==> config.mk <==
export PLATFORM = sky130hd
export DESIGN_NAME = ps2_transmitter
export DESIGN_NICKNAME = d
export VERILOG_FILES = /design/src/rtl/ps2_transmitter.sv
export SDC_FILE = /design/constraint.sdc
export NUM_CORES = 1
export LEC_CHECK = 0
export ABC_AREA = 0
export CORE_UTILIZATION = 50
export CTS_BUF_LIST = sky130_fd_sc_hd__clkbuf_4 sky130_fd_sc_hd__clkbuf_8
export DETAILED_ROUTE_END_ITERATION = 10
export GPL_TIMING_DRIVEN = 0
export PLACE_DENSITY = 0.68
export SETUP_SLACK_MARGIN = 0.15
export SYNTH_ARGS = -nofsm -noshare
export SYNTH_HDL_FRONTEND = slang
export SYNTH_SLANG_ARGS = --single-unit
==> constraint.sdc <==
create_clock -name clk -period 7.7 [get_ports clk]
set_input_delay 0.77 -clock clk [delete_from_list [all_inputs] [get_ports clk]]
set_output_delay 0.77 -clock clk [all_outputs]
set_load 0.01 [all_outputs]
==> src/rtl/ps2_transmitter.sv <==
// ps2_transmitter: host-to-device PS/2 command sender.
// It runs the request-to-send sequence: inhibit clock, start bit, release clock.
// It then shifts out 8 data bits, odd parity and stop on device clock falls.
// It finishes by sampling the device ACK and waiting for both lines to idle.
//
// state     | meaning
// ----------+--------------------------------------------------------------
// IDLE      | lines released, waiting for tx_start
// INHIBIT   | host holds clock low to abort any device transfer
// START     | clock still low, data pulled low (start bit) for setup time
// SEND      | clock released; each device fall shifts out d0..d7, parity, stop
// ACK       | next fall samples device acknowledge on data
// WAIT_IDLE | wait for clock and data both high, then report result
module ps2_transmitter #(
  parameter int INHIBIT_CYCLES = 12000,
  parameter int SETUP_CYCLES   = 200,
  parameter int TIMEOUT_CYCLES = 2000000
) (
  input  logic       clk,
  input  logic       reset,
  input  logic [7:0] tx_data,
  input  logic       tx_start,
  input  logic       ps2_clk_in,
  input  logic       ps2_data_in,
  output logic       ps2_clk_oe,
  output logic       ps2_data_oe,
  output logic       tx_busy,
  output logic       tx_done,
  output logic       tx_ack_err,
  output logic       tx_timeout
);

  localparam int INH_W = $clog2(INHIBIT_CYCLES + 1);
  localparam int SET_W = $clog2(SETUP_CYCLES + 1);
  localparam int PH_W  = (INH_W > SET_W) ? INH_W : SET_W;
  localparam int TMO_W = $clog2(TIMEOUT_CYCLES + 1);

  // Down-counters load N-1 and terminate at zero, giving exactly N cycles.
  localparam logic [PH_W-1:0]  INH_LOAD = PH_W'(INHIBIT_CYCLES - 1);
  localparam logic [PH_W-1:0]  SET_LOAD = PH_W'(SETUP_CYCLES - 1);
  localparam logic [TMO_W-1:0] TMO_LOAD = TMO_W'(TIMEOUT_CYCLES - 1);

  typedef enum logic [2:0] {
    S_IDLE,
    S_INHIBIT,
    S_START,
    S_SEND,
    S_ACK,
    S_WAIT_IDLE
  } state_t;

  state_t            state_q;
  logic              clk_s1_q, clk_s2_q, clk_prev_q;
  logic              data_s1_q, data_s2_q;
  logic              clk_oe_q, data_oe_q;
  logic              busy_q, done_q, err_q, tmo_q;
  logic              ack_ok_q;
  logic [8:0]        shift_q;
  logic [3:0]        bit_cnt_q;
  logic [PH_W-1:0]   phase_cnt_q;
  logic [TMO_W-1:0]  tmo_cnt_q;
  logic              parity_d;
  logic              fall;

  assign parity_d = ~^tx_data;
  assign fall     = clk_prev_q & ~clk_s2_q;

  // Two-flop synchronizers on both lines plus a history flop for clock edges.
  // Idle level is high, so reset to 1 to avoid a false fall after reset.
  always_ff @(posedge clk or posedge reset) begin
    if (reset) begin
      clk_s1_q   <= 1'b1;
      clk_s2_q   <= 1'b1;
      clk_prev_q <= 1'b1;
      data_s1_q  <= 1'b1;
      data_s2_q  <= 1'b1;
    end else begin
      clk_s1_q   <= ps2_clk_in;
      clk_s2_q   <= clk_s1_q;
      clk_prev_q <= clk_s2_q;
      data_s1_q  <= ps2_data_in;
      data_s2_q  <= data_s1_q;
    end
  end

  // Transmit sequencer with registered line enables and status pulses.
  always_ff @(posedge clk or posedge reset) begin
    if (reset) begin
      state_q     <= S_IDLE;
      clk_oe_q    <= 1'b0;
      data_oe_q   <= 1'b0;
      busy_q      <= 1'b0;
      done_q      <= 1'b0;
      err_q       <= 1'b0;
      tmo_q       <= 1'b0;
      ack_ok_q    <= 1'b0;
      shift_q     <= '0;
      bit_cnt_q   <= '0;
      phase_cnt_q <= '0;
      tmo_cnt_q   <= '0;
    end else begin
      done_q <= 1'b0;
      err_q  <= 1'b0;
      tmo_q  <= 1'b0;
      case (state_q)
        S_IDLE: begin
          clk_oe_q  <= 1'b0;
          data_oe_q <= 1'b0;
          if (tx_start) begin
            shift_q     <= {parity_d, tx_data};
            busy_q      <= 1'b1;
            clk_oe_q    <= 1'b1;
            phase_cnt_q <= INH_LOAD;
            state_q     <= S_INHIBIT;
          end
        end

        S_INHIBIT: begin
          if (phase_cnt_q == '0) begin
            data_oe_q   <= 1'b1;
            phase_cnt_q <= SET_LOAD;
            state_q     <= S_START;
          end else begin
            phase_cnt_q <= phase_cnt_q - 1'b1;
          end
        end

        S_START: begin
          if (phase_cnt_q == '0) begin
            clk_oe_q  <= 1'b0;
            bit_cnt_q <= '0;
            tmo_cnt_q <= TMO_LOAD;
            state_q   <= S_SEND;
          end else begin
            phase_cnt_q <= phase_cnt_q - 1'b1;
          end
        end

        S_SEND, S_ACK, S_WAIT_IDLE: begin
          if (tmo_cnt_q == '0) begin
            // Device stalled: give the lines back and report.
            clk_oe_q  <= 1'b0;
            data_oe_q <= 1'b0;
            busy_q    <= 1'b0;
            tmo_q     <= 1'b1;
            bit_cnt_q <= '0;
            state_q   <= S_IDLE;
          end else begin
            tmo_cnt_q <= tmo_cnt_q - 1'b1;
            case (state_q)
              S_SEND: begin
                if (fall) begin
                  if (bit_cnt_q == 4'd9) begin
                    data_oe_q <= 1'b0;
                    bit_cnt_q <= 4'd10;
                    state_q   <= S_ACK;
                  end else begin
                    data_oe_q <= ~shift_q[0];
                    shift_q   <= {1'b0, shift_q[8:1]};
                    bit_cnt_q <= bit_cnt_q + 4'd1;
                  end
                end
              end
              S_ACK: begin
                if (fall) begin
                  ack_ok_q <= ~data_s2_q;
                  state_q  <= S_WAIT_IDLE;
                end
              end
              S_WAIT_IDLE: begin
                if (clk_s2_q && data_s2_q) begin
                  done_q    <= ack_ok_q;
                  err_q     <= ~ack_ok_q;
                  busy_q    <= 1'b0;
                  bit_cnt_q <= '0;
                  state_q   <= S_IDLE;
                end
              end
              default: ;
            endcase
          end
        end

        default: state_q <= S_IDLE;
      endcase
    end
  end

  // Gating with reset releases the bus at once, not at the next flop update.
  assign ps2_clk_oe  = clk_oe_q & ~reset;
  assign ps2_data_oe = data_oe_q & ~reset;
  assign tx_busy     = busy_q;
  assign tx_done     = done_q;
  assign tx_ack_err  = err_q;
  assign tx_timeout  = tmo_q;

endmodule

==> results of run 1 <==
[layer usage]
metal	up-vias	share of wire	GRT usage	wire length, um
met5	-	0	0	0
met4	0	0.014	0.07879	111
met3	10	0.034	0.05048	272
met2	59	0.46	0.3737	3648
met1	1470	0.49	0.3401	3901
li1	1492	-	-	-
[power by group]
| part | total, W | internal (W) | switching (W) | leakage, nW |
|---|---|---|---|---|
| sequential | 0.000453 | 0.000397 | 0.0000555 | 0.805 |
| combinational | 0.000306 | 0.000127 | 0.000179 | 0.846 |
| clock | 0.000294 | 0.000164 | 0.000130 | 0.107 |
[cells in the mapped netlist, types with 5 or more instances]
| cell type | n |
|---|---|
| nand2_1 | 49 |
| nor2b_1 | 6 |
| mux2i_1 | 9 |
| a21oi_1 | 25 |
| nor3_1 | 14 |
| nand2b_1 | 6 |
| dfstp_2 | 5 |
| dfrtp_1 | 58 |
| a31oi_1 | 7 |
| xnor2_1 | 15 |
| xor2_1 | 6 |
| o31ai_1 | 6 |
| nand3_1 | 15 |
| nor4_1 | 11 |
| clkbuf_1 | 10 |
| or4_1 | 6 |
| nor2_1 | 35 |
| inv_1 | 12 |
| or3_1 | 5 |
| o21ai_0 | 31 |
[layout make-up]
cell class | count | area, um2
Buffer | 17 | 87.58
Clock buffer | 12 | 152.6
Clock inverter | 4 | 45.04
Fill cell | 606 | 2754
Inverter | 12 | 45.04
Multi-Input combinational cell | 304 | 1844
Sequential cell | 63 | 1583
Tap cell | 96 | 120.1
Timing Repair Buffer | 19 | 200.2
[path summary, 6_finish.rpt]
kind	to	slack (ns)	cells past startpoint
setup / recovery	tmo_cnt_q[13]$_DFFE_PP0P_	4.83	7
hold / removal	clk_s2_q$_DFF_PP1_	0.36	0
setup reg to reg	tmo_cnt_q[13]$_DFFE_PP0P_	4.83	7
hold reg to reg	clk_s2_q$_DFF_PP1_	0.36	0
max in group asynchronous	data_s2_q$_DFF_PP1_	6.18	3
min in group asynchronous	shift_q[3]$_DFFE_PP0P_	0.87	2
[sequential cells by signal (all words and copies together) (netlist names), 3 cells and up]
register	cells
tmo_cnt_q	21
phase_cnt_q	14
shift_q	9
bit_cnt_q	4
state_q	3
[critical path, cell delays in order, from the launching register on]
cell      delay, ns
dfrtp_1        0.42
inv_1          0.07
ha_1           0.22
or4b_2         0.70
or4_1          0.50
clkbuf_1       0.20
nor3_2         0.50
nor2_1         0.12
[through the flow]
stage / total power, W / utilization / instance area, um2
6_report: 0.001053 / 0.5969 / 4078
3_3_place_gp: 0.0007516 / 0.5650 / 3860
3_5_place_dp: 0.0007616 / 0.5679 / 3880
4_1_cts: 0.001056 / 0.5969 / 4078
2_1_floorplan: 0.0006729 / - / 3560
5_1_grt: 0.001122 / 0.5969 / 4078
[cell usage in the layout, fill, tap and decap left out, types with 6 or more instances in the layout]
| cell | netlist | routed |
|---|---|---|
| mux2i_1 | 9 | 9 |
| clkbuf_8 | 0 | 10 |
| xnor2_1 | 15 | 15 |
| a31oi_1 | 7 | 7 |
| nor2_1 | 35 | 35 |
| inv_1 | 12 | 11 |
| nor2b_1 | 6 | 6 |
| clkbuf_1 | 10 | 10 |
| dfrtp_1 | 58 | 58 |
| a21oi_1 | 25 | 25 |
| nor3_1 | 14 | 14 |
| nand2_1 | 49 | 49 |
| o31ai_1 | 6 | 6 |
| xor2_1 | 6 | 6 |
| clkdlybuf4s50_1 | 0 | 18 |
| nor4_1 | 11 | 11 |
| nand2b_1 | 6 | 6 |
| o21ai_0 | 31 | 31 |
| or4_1 | 6 | 6 |
| nand3_1 | 15 | 15 |
[cells by family after synthesis]
logic type / after synthesis
compound gates: 99
xor+xnor: 21
fa+ha+maj: 4
buf+inv: 29
flops: 63
mux: 9
simple gates: 171
==> results.ini, run 1 <==
[run_status]
status=finished clean

[logic_synthesis]
synth_compound_area_frac=0.1810
yosysUniqueCellTypes=58
muxShareOfSynthArea=0.02531
synth_top_family_by_area=simple AND/OR/NAND/NOR gates
synth-adder-area-share=0.01406
ys_seq_elements=63
synth_edf_count=0
yosysSeqAreaShare=0.4446
synth_warnings=0
synth_top_area_cell=dfrtp_1
synth_top_area_frac=0.4077
synth_cells=396
syn_area_um2=3560
synthArstFlopShare=1.000
ys.flop_type=dfrtp_1
postSynthAreaPerCell_um2=8.989
yosys.area_share.simple=0.2460
synth_xor_area_frac=0.05167
synth_fp_nets=413
synth.area.top_cells=dfrtp_1 (41%), nand2_1 (5.2%), o21ai_0 (4.4%), dfstp_2 (3.7%), nor2_1 (3.7%)

[timing]
worst_pin_slew_ns=0.8996
drv_slew=0
fin_skew_ns=0.008102
slew_headroom=0.3967
clock.fmax_mhz=348.2
finalWorstSetupSlack_ns=4.828
setup_tns_ns=0
hold_violations=0
setup_viol=0
min_period_ns=2.872
rsz0062_at_grt=false
holdWs_ns=0.3577
fin_crit_sh=0.3730

[clock_tree]
insertion_delay_ns=0.34
postCtsSetupBuffers=0
cts_resized=0
cts-buffers-inserted=9
clockBufferDepth=2
clk_pin_slew_ns=0.07
clockRootBuffer=clkbuf_8
cts.sinks=63
h-tree-depth=3
cts_tree=built
cts_hold_buf=0

[route]
wirelength_um=7933
drt_iter0_markers=155
drc=0
drtAntennaViolNets=0
routed_via_density=5.751
wl_per_cell_um=15.05
vias=3031
firstDrtPassIters=4

[place]
port_buffers=18
place_congestion=0.8964
hpwl_um=5721
post-place-ws_ns=4.619
dp.cells=511

[power]
ir_drop_mv=0.1782
power.leakage_nw=1.758
power_density_nw_per_um2=258.2

[floorplanning]
core_um2=6832
die_h_um=86.38
die_w_um=86.38
die_area_um2=7461
io_pins=19
placementRows=30
initial_core_util=0.5211

[global_route]
antenna_found_initial=0
grt.total_usage=0.2417
grt_overflow=0
grt_pass1_wl_um=13970
grt_max_degree=43
grt_pass1_vias=2880

[critical_path]
r2r_start=phase_cnt_q[0]$_DFFE_PP0P_
cp.required_ns=7.90
crit_arrival_ns=3.07
startpoint=phase_cnt_q[0]$_DFFE_PP0P_
start_kind=flip-flop
cp-end-kind=flip-flop
critPathKind=flip-flop to flip-flop
critPathMaxFanout=8

[cells_and_area]
final_layout_size_suffix_gt1_frac=0.09049
antenna_cells=0
final_nets=443
fin_cells=527
area_growth_syn_to_layout_pct=14.55

[flow_run]
cap_violations=0

[min_path]
min_from=clk_s1_q$_DFF_PP1_
hold_class=flip-flop to flip-flop

No activity file was read; power rests on OpenSTA's default activity.
==> run 2, diff against run 1 <==
Clock period 7.7 ns to 2.8 ns, I/O delays scaled along.
==> run 2 against run 1 <==
Against the previous run:
- worst hold slack worse by 0.014 ns
- sequential share of layout area is 1.2 points lower
- worst setup slack worse by 4.6 ns
- non-clock buffer count is 4 higher
- largest cell class unchanged
- cell area is 3.4% higher
- flip-flop and latch count stayed put
- highest routed layer unchanged
- wire length is 1.6% higher
==> results.ini, run 2 (synthesis results as in run 1) <==
[run_status]
status=finished clean

[route]
drtAntennaViolNets=0
drt_iter0_markers=193
wl_per_cell_um=15.18
wirelength_um=8058
vias=3051
routed_via_density=5.746
firstDrtPassIters=4
drc=0

[clock_tree]
h-tree-depth=3
clockBufferDepth=2
cts_tree=built
cts_hold_buf=0
cts-buffers-inserted=9
clockRootBuffer=clkbuf_8
cts.sinks=63
clk_pin_slew_ns=0.07
insertion_delay_ns=0.34

[cells_and_area]
regMostFlops=tmo_cnt_q
final_layout_size_suffix_gt1_frac=0.1356
final_common_cell=dfrtp_1
final_area_um2=4217
fin_cells=531
largest_reg_flops=21
fillers=602
largestRegisters=tmo_cnt_q (21), phase_cnt_q (14), shift_q (9)
final_nets=447
postLayoutCoreUtil=0.6172
antenna_cells=0
final_cell_mix=dfrtp_1 (57), nand2_1 (48), nor2_1 (34)
area_growth_syn_to_layout_pct=18.45

[critical_path]
path_delay_family=simple AND/OR/NAND/NOR gates
max_stage_delay_ns=0.55
critPathMaxFanout=6
critPathKind=flip-flop to flip-flop
cp-end-kind=flip-flop
crit_arrival_ns=2.85
path_buf_inv=1
path_cells=or4_4 > or4_4 > buf_4 > nor3_2 > o21bai_2 > o41ai_2
cp_slowest_cell=or4_4
cpMostUsedCell=or4_4
start_kind=flip-flop
cp.required_ns=3.04

[timing]
finalWorstSetupSlack_ns=0.1875
fin_skew_ns=0.01070
min_period_ns=2.613
setup_viol=0
fin_crit_sh=0.9331
rsz0062_at_grt=true
worst_pin_slew_ns=0.5702
clock.fmax_mhz=382.8
drv_slew=0
slew_headroom=0.6167
hold_violations=0

[floorplanning]
die_area_um2=7461
initial_core_util=0.5211
io_pins=19
core_um2=6832
placementRows=30
die_h_um=86.38
die_w_um=86.38

[power]
ir_drop_mv=0.5066
power_density_nw_per_um2=700.3
power.leakage_nw=1.816

[place]
place_congestion=0.8964
hpwl_um=5721
port_buffers=18
post-place-ws_ns=-0.07525
place_area_um2=3880
dp.cells=511

[global_route]
grt_pass1_vias=2883
grt_overflow=0
antenna_found_initial=0
grt_pass1_wl_um=14060
grt_max_degree=43
grt.total_usage=0.2427

[flow_run]
cap_violations=0

[min_path]
hold_class=input port to flip-flop

run 2: cell types whose count changed in the layout (fill, tap and decap cells not counted), sizes merged:
cell    before  now
clkbuf      22   23
buf          8   11
run 2: cell type report:
class | count | area (um2) | area share
multi-input combinational | 304 | 1933 | 0.4585
sequential | 63 | 1584 | 0.3757
timing repair buffer | 23 | 242.7 | 0.05757
clock buffer | 12 | 152.6 | 0.03620
tap | 96 | 120.1 | 0.02849
buffer | 17 | 93.84 | 0.02226
clock inverter | 4 | 45.04 | 0.01068
inverter | 12 | 45.04 | 0.01068
run 2: metrics by stage:
step	TNS [ns]	power [W]	hold slack [ns]
floorplan	0	0.001850	0.2845
global placement	-15.67	0.002067	0.3465
detailed placement	-0.3902	0.002094	0.3479
CTS	0	0.002934	0.3327
global route	0	0.003148	0.3413
finish	0	0.002953	0.3441
run 2: worst paths after layout:
path / depth (start not counted) / startpoint / slack, ns / to
worst max-delay path: 6 / tmo_cnt_q[13]$_DFFE_PP0P_ / 0.19 / bit_cnt_q[3]$_DFFE_PP0P_
worst min-delay path: 1 / ps2_data_in / 0.34 / data_s1_q$_DFF_PP1_
worst max register to register: 6 / tmo_cnt_q[13]$_DFFE_PP0P_ / 0.19 / bit_cnt_q[3]$_DFFE_PP0P_
worst min register to register: 0 / clk_s1_q$_DFF_PP1_ / 0.36 / clk_s2_q$_DFF_PP1_
max in group asynchronous: 3 / reset / 1.77 / data_s2_q$_DFF_PP1_
min in group asynchronous: 2 / reset / 0.38 / shift_q[5]$_DFFE_PP0P_
run 2: metal layers:
layer | vias up | global-route usage | wire length, um
li1 | 1508 | - | -
met2 | 61 | 0.3795 | 3825
met5 | - | 0 | 0
met4 | 0 | 0.07576 | 71
met1 | 1476 | 0.3401 | 3833
met3 | 6 | 0.04952 | 327
run 2: worst register-to-register path, stage by stage, from the launching register on:
cell      delay, ns
dfrtp_2        0.44
or4_4          0.55
or4_4          0.47
buf_4          0.17
nor3_2         0.34
o21bai_2       0.20
o41ai_2        0.33
run 2: timing repair:
action / in CTS / in global routing
gates resized for setup: 10 / 14
cloned: 0 / 0
setup endpoints to repair: 32 / 35
pin swaps: 1 / 0
buffers inserted: 1 / 3
run 2: report_power, final:
group	switching, W	internal [W]
Clock	0.000351	0.000451
Sequential	0.000167	0.00109
Combinational	0.000512	0.000380
Total	0.00103	0.00192
